File: config.mk
export PLATFORM = sky130hd
export DESIGN_NAME = uart_program_loader
export DESIGN_NICKNAME = d
export VERILOG_FILES = /design/src/rtl/uart_program_loader_pkg.sv /design/src/rtl/uart_rx_core.sv /design/src/rtl/uart_program_loader.sv
export SDC_FILE = /design/constraint.sdc
export NUM_CORES = 1
export LEC_CHECK = 0
export CAP_MARGIN = 20
export CORE_MARGIN = 2
export CORE_UTILIZATION = 40
export DETAILED_ROUTE_END_ITERATION = 10
export PLACE_DENSITY_LB_ADDON = 0.15
export SYNTH_ARGS = -nofsm -noshare
export SYNTH_HDL_FRONTEND = slang
export SYNTH_HIERARCHICAL = 1
export SYNTH_SLANG_ARGS = --single-unit
File: constraint.sdc
create_clock -name i_clk -period 12 [get_ports i_clk]
set_input_delay 1.8 -clock i_clk [delete_from_list [all_inputs] [get_ports i_clk]]
set_output_delay 1.8 -clock i_clk [all_outputs]
set_load 0.01 [all_outputs]
File: src/rtl/uart_program_loader_pkg.sv
// Shared definitions for the UART program loader.
//   SYNC_BYTE      first byte of every program frame
//   load_state_e   loader FSM states
//   rx_state_e     UART receiver bit-timing states
//   clks_per_bit() integer clock cycles per UART bit
package uart_program_loader_pkg;

  localparam logic [7:0] SYNC_BYTE = 8'hA5;

  typedef enum logic [2:0] {
    ST_IDLE   = 3'd0,
    ST_LEN_LO = 3'd1,
    ST_LEN_HI = 3'd2,
    ST_DATA   = 3'd3,
    ST_CHK    = 3'd4,
    ST_DONE   = 3'd5,
    ST_ERR    = 3'd6
  } load_state_e;

  typedef enum logic [1:0] {
    RX_IDLE  = 2'd0,
    RX_START = 2'd1,
    RX_DATA  = 2'd2,
    RX_STOP  = 2'd3
  } rx_state_e;

  function automatic int clks_per_bit(input int clk_freq, input int baud);
    return clk_freq / baud;
  endfunction

endpackage

File: src/rtl/uart_rx_core.sv
// 8N1 UART receiver.
//   i_clk, i_rst    system clock, asynchronous active-high reset
//   i_rx            serial line, idle high, asynchronous to i_clk
//   o_byte_valid    one-cycle pulse after a stop bit sampled high
//   o_byte_data     received byte, held until the next valid byte
//   o_frame_err     one-cycle pulse when the stop bit is sampled low
// Byte interface: valid-only, no backpressure. o_byte_data is meaningful only
// in the cycle o_byte_valid is high; the consumer must take it then.
module uart_rx_core
  import uart_program_loader_pkg::*;
#(
  parameter int CLKS_PER_BIT = 868
) (
  input  logic       i_clk,
  input  logic       i_rst,
  input  logic       i_rx,
  output logic       o_byte_valid,
  output logic [7:0] o_byte_data,
  output logic       o_frame_err
);

  localparam int HALF_BIT = CLKS_PER_BIT / 2;
  localparam int CNT_W    = $clog2(CLKS_PER_BIT + 1);

  logic [1:0]       r_sync;
  logic             r_rx_prev;
  rx_state_e        r_state;
  logic [CNT_W-1:0] r_cnt;
  logic [2:0]       r_bit;
  logic [7:0]       r_shift;
  logic             w_rx;

  assign w_rx = r_sync[1];

  always_ff @(posedge i_clk or posedge i_rst) begin
    if (i_rst) begin
      // Synchronizer resets to the idle line level so release is not a start edge.
      r_sync       <= 2'b11;
      r_rx_prev    <= 1'b1;
      r_state      <= RX_IDLE;
      r_cnt        <= '0;
      r_bit        <= '0;
      r_shift      <= '0;
      o_byte_valid <= 1'b0;
      o_byte_data  <= '0;
      o_frame_err  <= 1'b0;
    end else begin
      r_sync       <= {r_sync[0], i_rx};
      r_rx_prev    <= w_rx;
      o_byte_valid <= 1'b0;
      o_frame_err  <= 1'b0;
      case (r_state)
        RX_IDLE: begin
          r_cnt <= '0;
          r_bit <= '0;
          // Edge rather than level, so a line stuck low after a framing
          // error does not retrigger until it has returned high.
          if (r_rx_prev && !w_rx) r_state <= RX_START;
        end
        RX_START: begin
          if (r_cnt == CNT_W'(HALF_BIT - 1)) begin
            r_cnt   <= '0;
            // Line back high at mid start bit: treat as a glitch.
            r_state <= w_rx ? RX_IDLE : RX_DATA;
          end else begin
            r_cnt <= r_cnt + 1'b1;
          end
        end
        RX_DATA: begin
          if (r_cnt == CNT_W'(CLKS_PER_BIT - 1)) begin
            r_cnt   <= '0;
            r_shift <= {w_rx, r_shift[7:1]};
            r_bit   <= r_bit + 1'b1;
            if (r_bit == 3'd7) r_state <= RX_STOP;
          end else begin
            r_cnt <= r_cnt + 1'b1;
          end
        end
        RX_STOP: begin
          if (r_cnt == CNT_W'(CLKS_PER_BIT - 1)) begin
            r_cnt   <= '0;
            r_state <= RX_IDLE;
            if (w_rx) begin
              o_byte_valid <= 1'b1;
              o_byte_data  <= r_shift;
            end else begin
              o_frame_err <= 1'b1;
            end
          end else begin
            r_cnt <= r_cnt + 1'b1;
          end
        end
        default: r_state <= RX_IDLE;
      endcase
    end
  end

endmodule

File: src/rtl/uart_program_loader.sv
// Receives a program image over UART and writes it into instruction RAM,
// holding the CPU in reset until a checksum-verified image is in place.
// Frame: A5, LEN_LO, LEN_HI, N little-endian 32-bit words, XOR of data bytes.
//   i_clk, i_rst   system clock, asynchronous active-high reset
//   i_rx           UART serial input (8N1, idle high)
//   o_imem_we      one-cycle instruction RAM write strobe
//   o_imem_addr    word-aligned byte address of the write (held between strobes)
//   o_imem_wdata   write data (held between strobes)
//   o_cpu_hold     1 = keep the CPU in reset
//   o_load_done    one-cycle pulse after a good image
//   o_load_err     sticky error flag, cleared by the next sync byte
module uart_program_loader
  import uart_program_loader_pkg::*;
#(
  parameter int CLK_FREQ    = 100_000_000,
  parameter int BAUD        = 115200,
  parameter int ADDR_W      = 12,
  parameter int TIMEOUT_CYC = 10_000_000
) (
  input  logic              i_clk,
  input  logic              i_rst,
  input  logic              i_rx,
  output logic              o_imem_we,
  output logic [ADDR_W-1:0] o_imem_addr,
  output logic [31:0]       o_imem_wdata,
  output logic              o_cpu_hold,
  output logic              o_load_done,
  output logic              o_load_err
);

  localparam int CLKS_PER_BIT = clks_per_bit(CLK_FREQ, BAUD);
  localparam int MAX_WORDS    = (2 ** ADDR_W) / 4;
  localparam int TMO_W        = $clog2(TIMEOUT_CYC + 1);

  logic              w_byte_valid;
  logic [7:0]        w_byte_data;
  logic              w_frame_err;
  logic [15:0]       w_len;
  logic              w_in_frame;
  logic              w_timeout;
  logic              w_abort;

  load_state_e       r_state;
  logic [7:0]        r_len_lo;
  logic [15:0]       r_words_left;
  logic [1:0]        r_byte_idx;
  logic [23:0]       r_word_sr;
  logic [7:0]        r_chk;
  logic [ADDR_W-1:0] r_addr;
  logic [TMO_W-1:0]  r_tmo;

  uart_rx_core #(
    .CLKS_PER_BIT (CLKS_PER_BIT)
  ) u_rx (
    .i_clk        (i_clk),
    .i_rst        (i_rst),
    .i_rx         (i_rx),
    .o_byte_valid (w_byte_valid),
    .o_byte_data  (w_byte_data),
    .o_frame_err  (w_frame_err)
  );

  assign w_len      = {w_byte_data, r_len_lo};
  assign w_in_frame = (r_state == ST_LEN_LO) || (r_state == ST_LEN_HI) ||
                      (r_state == ST_DATA)   || (r_state == ST_CHK);
  assign w_timeout  = (r_tmo == TMO_W'(TIMEOUT_CYC));
  assign w_abort    = w_in_frame && (w_frame_err || w_timeout);

  // Inter-byte idle counter: only runs inside a frame, saturates at the limit.
  always_ff @(posedge i_clk or posedge i_rst) begin
    if (i_rst) begin
      r_tmo <= '0;
    end else if (!w_in_frame || w_byte_valid) begin
      r_tmo <= '0;
    end else if (!w_timeout) begin
      r_tmo <= r_tmo + 1'b1;
    end
  end

  always_ff @(posedge i_clk or posedge i_rst) begin
    if (i_rst) begin
      r_state      <= ST_IDLE;
      r_len_lo     <= '0;
      r_words_left <= '0;
      r_byte_idx   <= '0;
      r_word_sr    <= '0;
      r_chk        <= '0;
      r_addr       <= '0;
      o_imem_we    <= 1'b0;
      o_imem_addr  <= '0;
      o_imem_wdata <= '0;
      o_cpu_hold   <= 1'b0;
      o_load_done  <= 1'b0;
      o_load_err   <= 1'b0;
    end else begin
      o_imem_we   <= 1'b0;
      o_load_done <= 1'b0;
      if (w_abort) begin
        // cpu_hold is left high so a partial image never runs.
        r_state    <= ST_ERR;
        o_load_err <= 1'b1;
      end else begin
        case (r_state)
          ST_IDLE: begin
            if (w_byte_valid && w_byte_data == SYNC_BYTE) begin
              r_state    <= ST_LEN_LO;
              o_cpu_hold <= 1'b1;
              o_load_err <= 1'b0;
              r_addr     <= '0;
              r_chk      <= '0;
              r_byte_idx <= '0;
            end
          end
          ST_LEN_LO: begin
            if (w_byte_valid) begin
              r_len_lo <= w_byte_data;
              r_state  <= ST_LEN_HI;
            end
          end
          ST_LEN_HI: begin
            if (w_byte_valid) begin
              if (32'(w_len) > MAX_WORDS) begin
                r_state    <= ST_ERR;
                o_load_err <= 1'b1;
              end else if (w_len == 16'd0) begin
                r_state <= ST_CHK;
              end else begin
                r_words_left <= w_len;
                r_state      <= ST_DATA;
              end
            end
          end
          ST_DATA: begin
            if (w_byte_valid) begin
              r_chk      <= r_chk ^ w_byte_data;
              r_byte_idx <= r_byte_idx + 1'b1;
              // Bytes enter at the top so the first byte ends up least significant.
              r_word_sr  <= {w_byte_data, r_word_sr[23:8]};
              if (r_byte_idx == 2'd3) begin
                o_imem_we    <= 1'b1;
                o_imem_wdata <= {w_byte_data, r_word_sr};
                o_imem_addr  <= r_addr;
                r_addr       <= r_addr + ADDR_W'(4);
                r_words_left <= r_words_left - 1'b1;
                if (r_words_left == 16'd1) r_state <= ST_CHK;
              end
            end
          end
          ST_CHK: begin
            if (w_byte_valid) begin
              if (w_byte_data == r_chk) begin
                r_state     <= ST_DONE;
                o_load_done <= 1'b1;
                o_cpu_hold  <= 1'b0;
              end else begin
                r_state    <= ST_ERR;
                o_load_err <= 1'b1;
              end
            end
          end
          ST_DONE: r_state <= ST_IDLE;
          ST_ERR:  r_state <= ST_IDLE;
          default: r_state <= ST_IDLE;
        endcase
      end
    end
  end

endmodule

After elaboration in Yosys (flattened, before gate mapping)
Index checks and enable logic that the tools add are counted.
{"block": "word_totals", "out_inout_bits": 48, "in_bits": 3, "register_bits": 181}
{"block": "classes", "addsub": 6, "order_cmp": 1, "eq_ne": 38, "n_mux": 67, "reduce_logical": 32, "bitwise_logic": 2}
{"operator": "two-way mux 16 bit", "n": 5}
{"operator": "two-way mux 24 bit", "n": 2}
{"operator": "two-way mux 12 bit", "n": 3}
{"operator": "two-way mux 3 bit", "n": 11}
{"operator": "one-hot mux 16 bit (2 select lines)", "n": 1}
{"operator": "one-hot mux 10 bit (3 select lines)", "n": 1}
{"operator": "adder 24 x 1 -> 24 bit (second input constant)", "n": 1}
{"operator": "== test 24 bit (second input constant)", "n": 1}
{"operator": "one-hot mux 12 bit (2 select lines)", "n": 1}
{"operator": "two-way mux 1 bit", "n": 23}
{"operator": "!= test 2 x 1 -> 1 bit (second input constant)", "n": 11}
{"operator": "!= test 3 x 2 -> 1 bit (second input constant)", "n": 7}
{"operator": "two-way mux 10 bit", "n": 2}
{"operator": "two-way mux 2 bit", "n": 9}
{"operator": "== test 16 x 1 -> 1 bit (second input constant)", "n": 1}
{"operator": "> comparator 16 x 11 -> 1 bit (second input constant)", "n": 1}
{"operator": "zero test 16 bit", "n": 1}
{"operator": "two-way mux 8 bit", "n": 2}
{"operator": "one-hot mux 8 bit (2 select lines)", "n": 1}
{"operator": "subtractor 16 x 1 -> 16 bit (second input constant)", "n": 1}
{"operator": "one-hot mux 3 bit (5 select lines)", "n": 1}
{"operator": "AND reduction 5 bit", "n": 3}
{"operator": "AND reduction 7 bit", "n": 2}
{"operator": "adder 12 x 3 -> 12 bit (second input constant)", "n": 1}
{"operator": "33 further kinds", "n": 54}

Logic depth before layout (Yosys ltp)
Gate-level depths: netlist (run 1).
{"block": "logic_depth", "depth_word": 7, "mapped_depth": 10, "depth_no_buf": 7}

Modules after synthesis
The synthesis (run 1) kept the hierarchy.
{"mod": "uart_program_loader", "seq_area_each_um2": 3528.4, "cells_per_inst": 614, "area_per_inst_um2": 6839.1, "instances": 1}
{"mod": "uart_rx_core", "seq_area_each_um2": 904.6, "cells_per_inst": 127, "area_per_inst_um2": 1594.0, "instances": 1}

Least setup slack after synthesis (run 1)
OpenSTA, ideal clock, no wires.
{"block": "synth_timing", "path_type": "register to register", "start": "register r_tmo[0]", "end": "register r_word_sr[10]", "t_required_ps": 11875, "path_stages_with_launch": 9, "arrival_ps": 2103, "n_path_buf": 2, "setup_slack_ps": 9772, "period_less_slack_ps": 2228, "cell_sequence": "dfrtp_1 > inv_1 > ha_1 > and4b_1 > and4_1 > buf_2 > a211oi_1 > buf_2 > mux2_2"}
{"block": "synth_between", "elab_chain_cells": 5}
{"item": "start: declaration", "line": "uart_program_loader.sv:50", "source": "logic [TMO_W-1:0] r_tmo;"}
{"item": "start signal: assignment", "line": "uart_program_loader.sv:76", "source": "r_tmo <= r_tmo + 1'b1;"}
{"item": "== test 24 bit", "line": "uart_program_loader.sv:66", "source": "assign w_timeout = (r_tmo == TMO_W'(TIMEOUT_CYC));"}
{"item": "logical OR 1 bit", "line": "uart_program_loader.sv:67", "source": "assign w_abort = w_in_frame && (w_frame_err || w_timeout);"}
{"item": "logical AND 1 bit", "line": "uart_program_loader.sv:67"}
{"item": "inverter 1 bit (no source line)"}
{"item": "AND reduction 3 bit (no source line)"}
{"item": "end signal: assignment", "line": "uart_program_loader.sv:138", "source": "r_word_sr <= {w_byte_data, r_word_sr[23:8]};"}
{"item": "end: declaration", "line": "uart_program_loader.sv:47", "source": "logic [23:0] r_word_sr;"}
No other way between the ends.
A chain may end at the register's enable or synchronous reset.

==> results.py, run 1 <==
metrics = {
    "critical_path": {
        "path_delay_family": "buffers and inverters",
        "critPathBufInv": 3,
        "cp.required_ns": 12.44,
        "cp.arrival_ns": 3.72,
        "critPathKind": "in2async",
        "start_kind": "input pin",
        "critPathMaxStageDelay_ns": 0.79,
        "cp_max_fo": 76,
        "path_cells": "clkdlybuf4s50_1, inv_6, buf_4",
        "end_kind": "asynchronous set/reset pin",
        "ff2ff_setup_slack_ns": 8.86,
        "critPathSlowestCell": "buf_4",
    },
    "power_and_ir_drop": {
        "p_leak_nw": 4.260,
        "peakVddDrop_mv": 0.09601,
        "finalPower_w": 0.001212,
        "power_density_nw_per_um2": 124.1,
    },
    "timing": {
        "timing.final.crit_share_pct": 27.32,
        "setup_viol": 0,
        "period_minus_slack_ns": 3.279,
        "report.final.hold_viol_count": 0,
        "slew_viol_final": 0,
        "worstMarginPinSlew_ns": 1.003,
        "tns_ns": 0,
        "fmax_mhz": 305.0,
        "slew_headroom_pct": 32.90,
        "skew_ns": 0.01623,
        "rsz0062_at_grt": "no",
        "fin_ws_ns": 8.721,
    },
    "clock_network": {
        "cts-resized-gates": 0,
        "cts-root-buf": "clkbuf_16",
        "cts_tree": "built",
        "cts.htree.levels": 4,
        "clock_sinks": 177,
        "holdBufCountCts": 0,
        "clk_pin_slew_ns": 0.07,
        "clock_path_buffers": 2,
        "cts_made_buffers": 17,
        "clk_latency_ns": 0.43,
        "post_cts_buffers": 0,
    },
    "synthesis": {
        "synth_cells": 741,
        "yosysUniqueCellTypes": 80,
        "yosys-top-cells-count": "dfrtp_1, mux2_2, nor2_1",
        "ys_seq_elements": 177,
        "synthArstFlopShare_pct": 100.0,
        "ys_seq_area_share_pct": 52.57,
        "synth_top_area_share_pct": 51.63,
        "avgSynthCellArea_sq_um": 11.38,
        "synth_top_cell_by_area": "dfrtp_1",
        "synth_warnings": 6,
        "synth_area_leaders": "dfrtp_1, mux2_2, xnor2_1, nor2_1, inv_1",
        "synth_enable_flop_cells": 0,
        "synth.most_common_cell": "dfrtp_1",
        "syn_area_sq_um": 8433,
        "synth_ff_type": "dfrtp_1",
    },
    "route": {
        "vias": 5831,
        "drc": 0,
        "wire_per_inst_microns": 17.08,
        "final_antenna_net_count": 0,
        "routed_wl_microns": 18220,
        "drt_iter0_markers": 362,
        "via_per_inst": 5.465,
        "drt-pass1-iter-count": 5,
    },
    "cells_and_area": {
        "finalNetCount": 792,
        "drive_gt1_share_pct": 18.43,
        "fin_area_sq_um": 9762,
        "diodes": 0,
        "area_growth_pct": 15.76,
        "layoutNonFillerInstCount": 1067,
    },
    "grt": {
        "antenna_found_initial": 0,
        "grt_max_degree": 77,
        "grt_pass1_wl_microns": 30380,
        "overflow": 0,
        "grt.total_usage_pct": 17.00,
        "grt_pass1_vias": 5893,
    },
    "floorplan": {
        "die_y_microns": 149.2,
        "ioPinCount": 51,
        "core_sq_um": 20890,
        "start_util_pct": 40.37,
        "die_area_sq_um": 22260,
        "placementRows": 53,
        "die_w_microns": 149.2,
    },
    "outcome": {
        "status": "completed",
    },
    "placed_design": {
        "placed_area_sq_um": 9151,
        "portBuffers": 48,
        "hpwl_microns": 12060,
        "place_ws_ns": 8.197,
        "place_congestion": 0.8475,
        "place_inst": 1035,
    },
    "min_path": {
        "hold_class": "reg2reg",
    },
    "job": {
        "maxCapViolations": 0,
    },
}
## per-layer routing
metal	vias up	GRT usage (%)	part of all wire, %
li1	2771	-	-
met1	2947	23.55	47
met2	98	27.63	49
met3	15	3.119	2.9
met4	0	4.476	0.99
met5	-	0	0
## power breakdown
| part | internal (W) | total [W] | switching [W] |
|---|---|---|---|
| Sequential | 0.000605 | 0.000619 | 0.0000135 |
| Combinational | 0.0000123 | 0.0000362 | 0.0000240 |
| Clock | 0.000283 | 0.000557 | 0.000274 |
| Total | 0.000901 | 0.00121 | 0.000311 |
## worst paths after layout
kind                                startpoint          endpoint  depth (start not counted)
max in group i_clk                  o_load_err        o_load_err                          1
min in group asynchronous                i_rst  o_imem_wdata[26]                          2
worst max register to register      r_state[1]        r_state[1]                          5
worst min register to register  u_rx/r_sync[0]    u_rx/r_sync[1]                          0
worst max-delay path                     i_rst       r_len_lo[1]                          3
worst min-delay path            u_rx/r_sync[0]    u_rx/r_sync[1]                          0
## flip-flops by register name, summed over array words and instances (netlist names), 10 cells and up
signal	count
o_imem_wdata	32
r_word_sr	24
r_words_left	16
r_addr	10
r_tmo	24
o_imem_addr	10
u_rx/r_cnt	10
## stage by stage
stage	utilization, %	hold WS [ns]
CTS	46.73	0.3585
detailed placement	43.81	0.3468
global placement	43.81	0.3462
global route	46.73	0.3662
finish	46.73	0.3578
floorplan	-	0.3452
## layout by cell type (no fill, tap or decap), types with 5 or more instances in the layout
cell	count
a21oi_1	27
a31oi_1	10
and2_1	5
and3_1	6
and4_1	6
buf_4	8
clkbuf_16	17
clkdlybuf4s50_1	48
clkinv_8	7
dfrtp_1	174
ha_1	10
inv_1	36
inv_6	7
mux2_1	8
mux2_2	77
mux2i_1	8
nand2_1	32
nand3_1	26
nand4_1	14
nand4b_1	5
nor2_1	50
nor3_1	18
nor4_1	8
o211ai_1	6
o21ai_0	23
o32ai_1	5
or3_1	11
or4_1	6
xnor2_1	29
xor2_1	11
## logic make-up (layout without fill, tap and decap cells)
family | Yosys count | in the layout | share of synthesized area [%]
AND/OR/NAND/NOR | 222 | 222 | 14.78
flip-flops | 177 | 177 | 52.57
AO/OA/AOI/OAI | 123 | 123 | 10.71
multiplexers | 93 | 93 | 12.30
buffers and inverters | 75 | 125 | 3.961
XOR/XNOR | 40 | 40 | 4.154
adder cells (fa/ha/maj) | 10 | 10 | 1.484
other | 1 | 2 | 0.04447
## layout make-up
| type | instances | area [sq um] |
|---|---|---|
| Inverter | 37 | 143.9 |
| Multi-Input combinational cell | 490 | 3690 |
| Timing Repair Buffer | 56 | 540.5 |
| Sequential cell | 177 | 4433 |
| Tap cell | 275 | 344.1 |
| Clock buffer | 17 | 425.4 |
| Clock inverter | 15 | 185.2 |
| Fill cell | 1931 | 11130 |
Note: power is estimated with default switching activity, not from simulation.
==> run 2: changes to the inputs <==
==> constraint.sdc (replaced) <==
create_clock -name i_clk -period 3.15 [get_ports i_clk]
set_input_delay 0.4725 -clock i_clk [delete_from_list [all_inputs] [get_ports i_clk]]
set_output_delay 0.4725 -clock i_clk [all_outputs]
set_load 0.01 [all_outputs]
==> run 2 against run 1 <==
  * Cell count rose by 1.1%
  * Worst setup slack got worse by 8.2 ns
  * Critical endpoint is now r_words_left[14]
  * Largest power group unchanged
  * Critical path type is now reg2reg
  * Design area up 1.4%
==> results.py, run 2 (synthesis results as in run 1) <==
metrics = {
    "timing": {
        "timing.final.crit_share_pct": 83.85,
        "report.final.hold_viol_count": 0,
        "tns_ns": 0,
        "setup_viol": 0,
        "fmax_mhz": 378.6,
        "period_minus_slack_ns": 2.641,
        "slew_headroom_pct": 39.94,
        "skew_ns": 0.01141,
        "rsz0062_at_grt": "no",
        "slew_viol_final": 0,
        "worstMarginPinSlew_ns": 0.8883,
    },
    "placed_design": {
        "place_congestion": 0.9077,
        "hpwl_microns": 12810,
        "portBuffers": 48,
        "placed_area_sq_um": 9265,
    },
    "cells_and_area": {
        "finalNetCount": 804,
        "top_regs": "o_imem_wdata (32), r_tmo (24), r_word_sr (24)",
        "regMostFlops": "o_imem_wdata",
        "final_common_cell": "dfrtp_1",
        "diodes": 0,
        "drive_gt1_share_pct": 19.65,
        "fin_area_sq_um": 9894,
        "nFillCells": 1911,
        "largest_register_ffs": 32,
        "area_growth_pct": 17.33,
        "final_cell_mix": "dfrtp_1, mux2_2, nor2_1",
    },
    "grt": {
        "grt.total_usage_pct": 17.74,
        "grt_pass1_vias": 5960,
        "antenna_found_initial": 0,
        "grt_max_degree": 45,
        "grt_pass1_wl_microns": 31130,
        "overflow": 0,
    },
    "clock_network": {
        "clk_latency_ns": 0.43,
        "clock_path_buffers": 2,
        "cts.htree.levels": 4,
        "post_cts_buffers": 0,
        "cts_made_buffers": 17,
        "cts-resized-gates": 0,
        "cts-root-buf": "clkbuf_16",
        "clk_pin_slew_ns": 0.08,
        "cts_tree": "built",
        "holdBufCountCts": 0,
        "clock_sinks": 177,
    },
    "floorplan": {
        "core_sq_um": 20890,
        "ioPinCount": 51,
        "die_area_sq_um": 22260,
        "placementRows": 53,
        "start_util_pct": 40.37,
        "die_y_microns": 149.2,
        "die_w_microns": 149.2,
    },
    "min_path": {
        "hold_path_end": "u_rx/r_sync[1]",
        "worstHoldStart": "u_rx/r_sync[0]",
        "worstHoldPathCells": 0,
        "hold_class": "reg2reg",
    },
    "critical_path": {
        "ff2ff_setup_slack_ns": 0.51,
        "r2r-end": "r_words_left[14]",
        "reg2reg_depth": 6,
        "r2r_start": "r_tmo[13]",
        "start_kind": "flip-flop",
        "cp.required_ns": 3.47,
        "cp.arrival_ns": 2.96,
        "end_kind": "flip-flop",
        "critPathKind": "reg2reg",
        "cp_max_fo": 14,
    },
    "route": {
        "via_per_inst": 5.483,
        "routed_wl_microns": 18770,
        "drc": 0,
        "drt_iter0_markers": 270,
        "final_antenna_net_count": 0,
        "vias": 5916,
        "drt-pass1-iter-count": 5,
        "wire_per_inst_microns": 17.40,
    },
    "job": {
        "maxCapViolations": 0,
    },
    "power_and_ir_drop": {
        "p_leak_nw": 4.332,
        "power_density_nw_per_um2": 473.8,
        "peakVddDrop_mv": 0.3050,
    },
    "outcome": {
        "status": "completed",
    },
}
run 2: cell types whose count changed in the layout (fill, tap and decap cells not counted), sizes merged:
cell,before,now
clkinvlp,1,2
buf,8,20
inv,44,40
clkbuf,17,18
clkinv,7,8
bufinv,0,1
run 2: area by class of cell:
cell class / count / area, sq um / share of cell area [%]
tap: 275 / 344.1 / 3.477
inverter: 37 / 142.6 / 1.442
clock buffer: 18 / 439.2 / 4.439
clock inverter: 14 / 190.2 / 1.922
sequential: 177 / 4433 / 44.80
multi-input combinational: 490 / 3690 / 37.29
timing repair buffer: 68 / 655.6 / 6.626
run 2: power by group:
group | switching, W | internal [W]
Sequential | 0.0000544 | 0.00231
Combinational | 0.0000910 | 0.0000498
Clock | 0.00102 | 0.00117
Total | 0.00116 | 0.00353
run 2: how the worst max path moves through the flow:
stage,startpoint,to,cells past startpoint
after floorplan,i_rst,o_cpu_hold,1
after global placement,r_tmo[13],r_words_left[14],6
after detailed placement,r_tmo[13],r_len_lo[5],5
after CTS,r_tmo[13],r_len_lo[5],5
after global routing,r_tmo[13],r_words_left[14],6
final,r_tmo[13],r_words_left[14],6
run 2: per-stage QoR:
step | utilization, % | power, W | setup WS (ns) | std cells | hold WS [ns]
after floorplan | - | 0.002502 | 0.9144 | 742 | 0.3452
after global placement | 44.35 | 0.002544 | 0.5250 | 1047 | 0.3465
final | 47.37 | 0.004688 | 0.5086 | 1079 | 0.3612
after detailed placement | 44.35 | 0.002550 | 0.5094 | 1047 | 0.3472
after CTS | 47.37 | 0.004755 | 0.4894 | 1079 | 0.3590
after global routing | 47.37 | 0.004882 | 0.3468 | 1079 | 0.3642
run 2: worst max-delay path, stage by stage (launching register included):
cell and delay, ns:
dfrtp_1 0.41, nor4b_1 0.80, and4_4 0.43, a21oi_1 0.14
buf_4 0.25, and2_1 0.24, a32o_1 0.26
run 2: routing by layer:
metal  share of wire (%)  track usage, %
met5                   0               0
met2                  49           29.49
met1                  47           23.97
met3                 2.7           2.997
met4                0.95           5.143
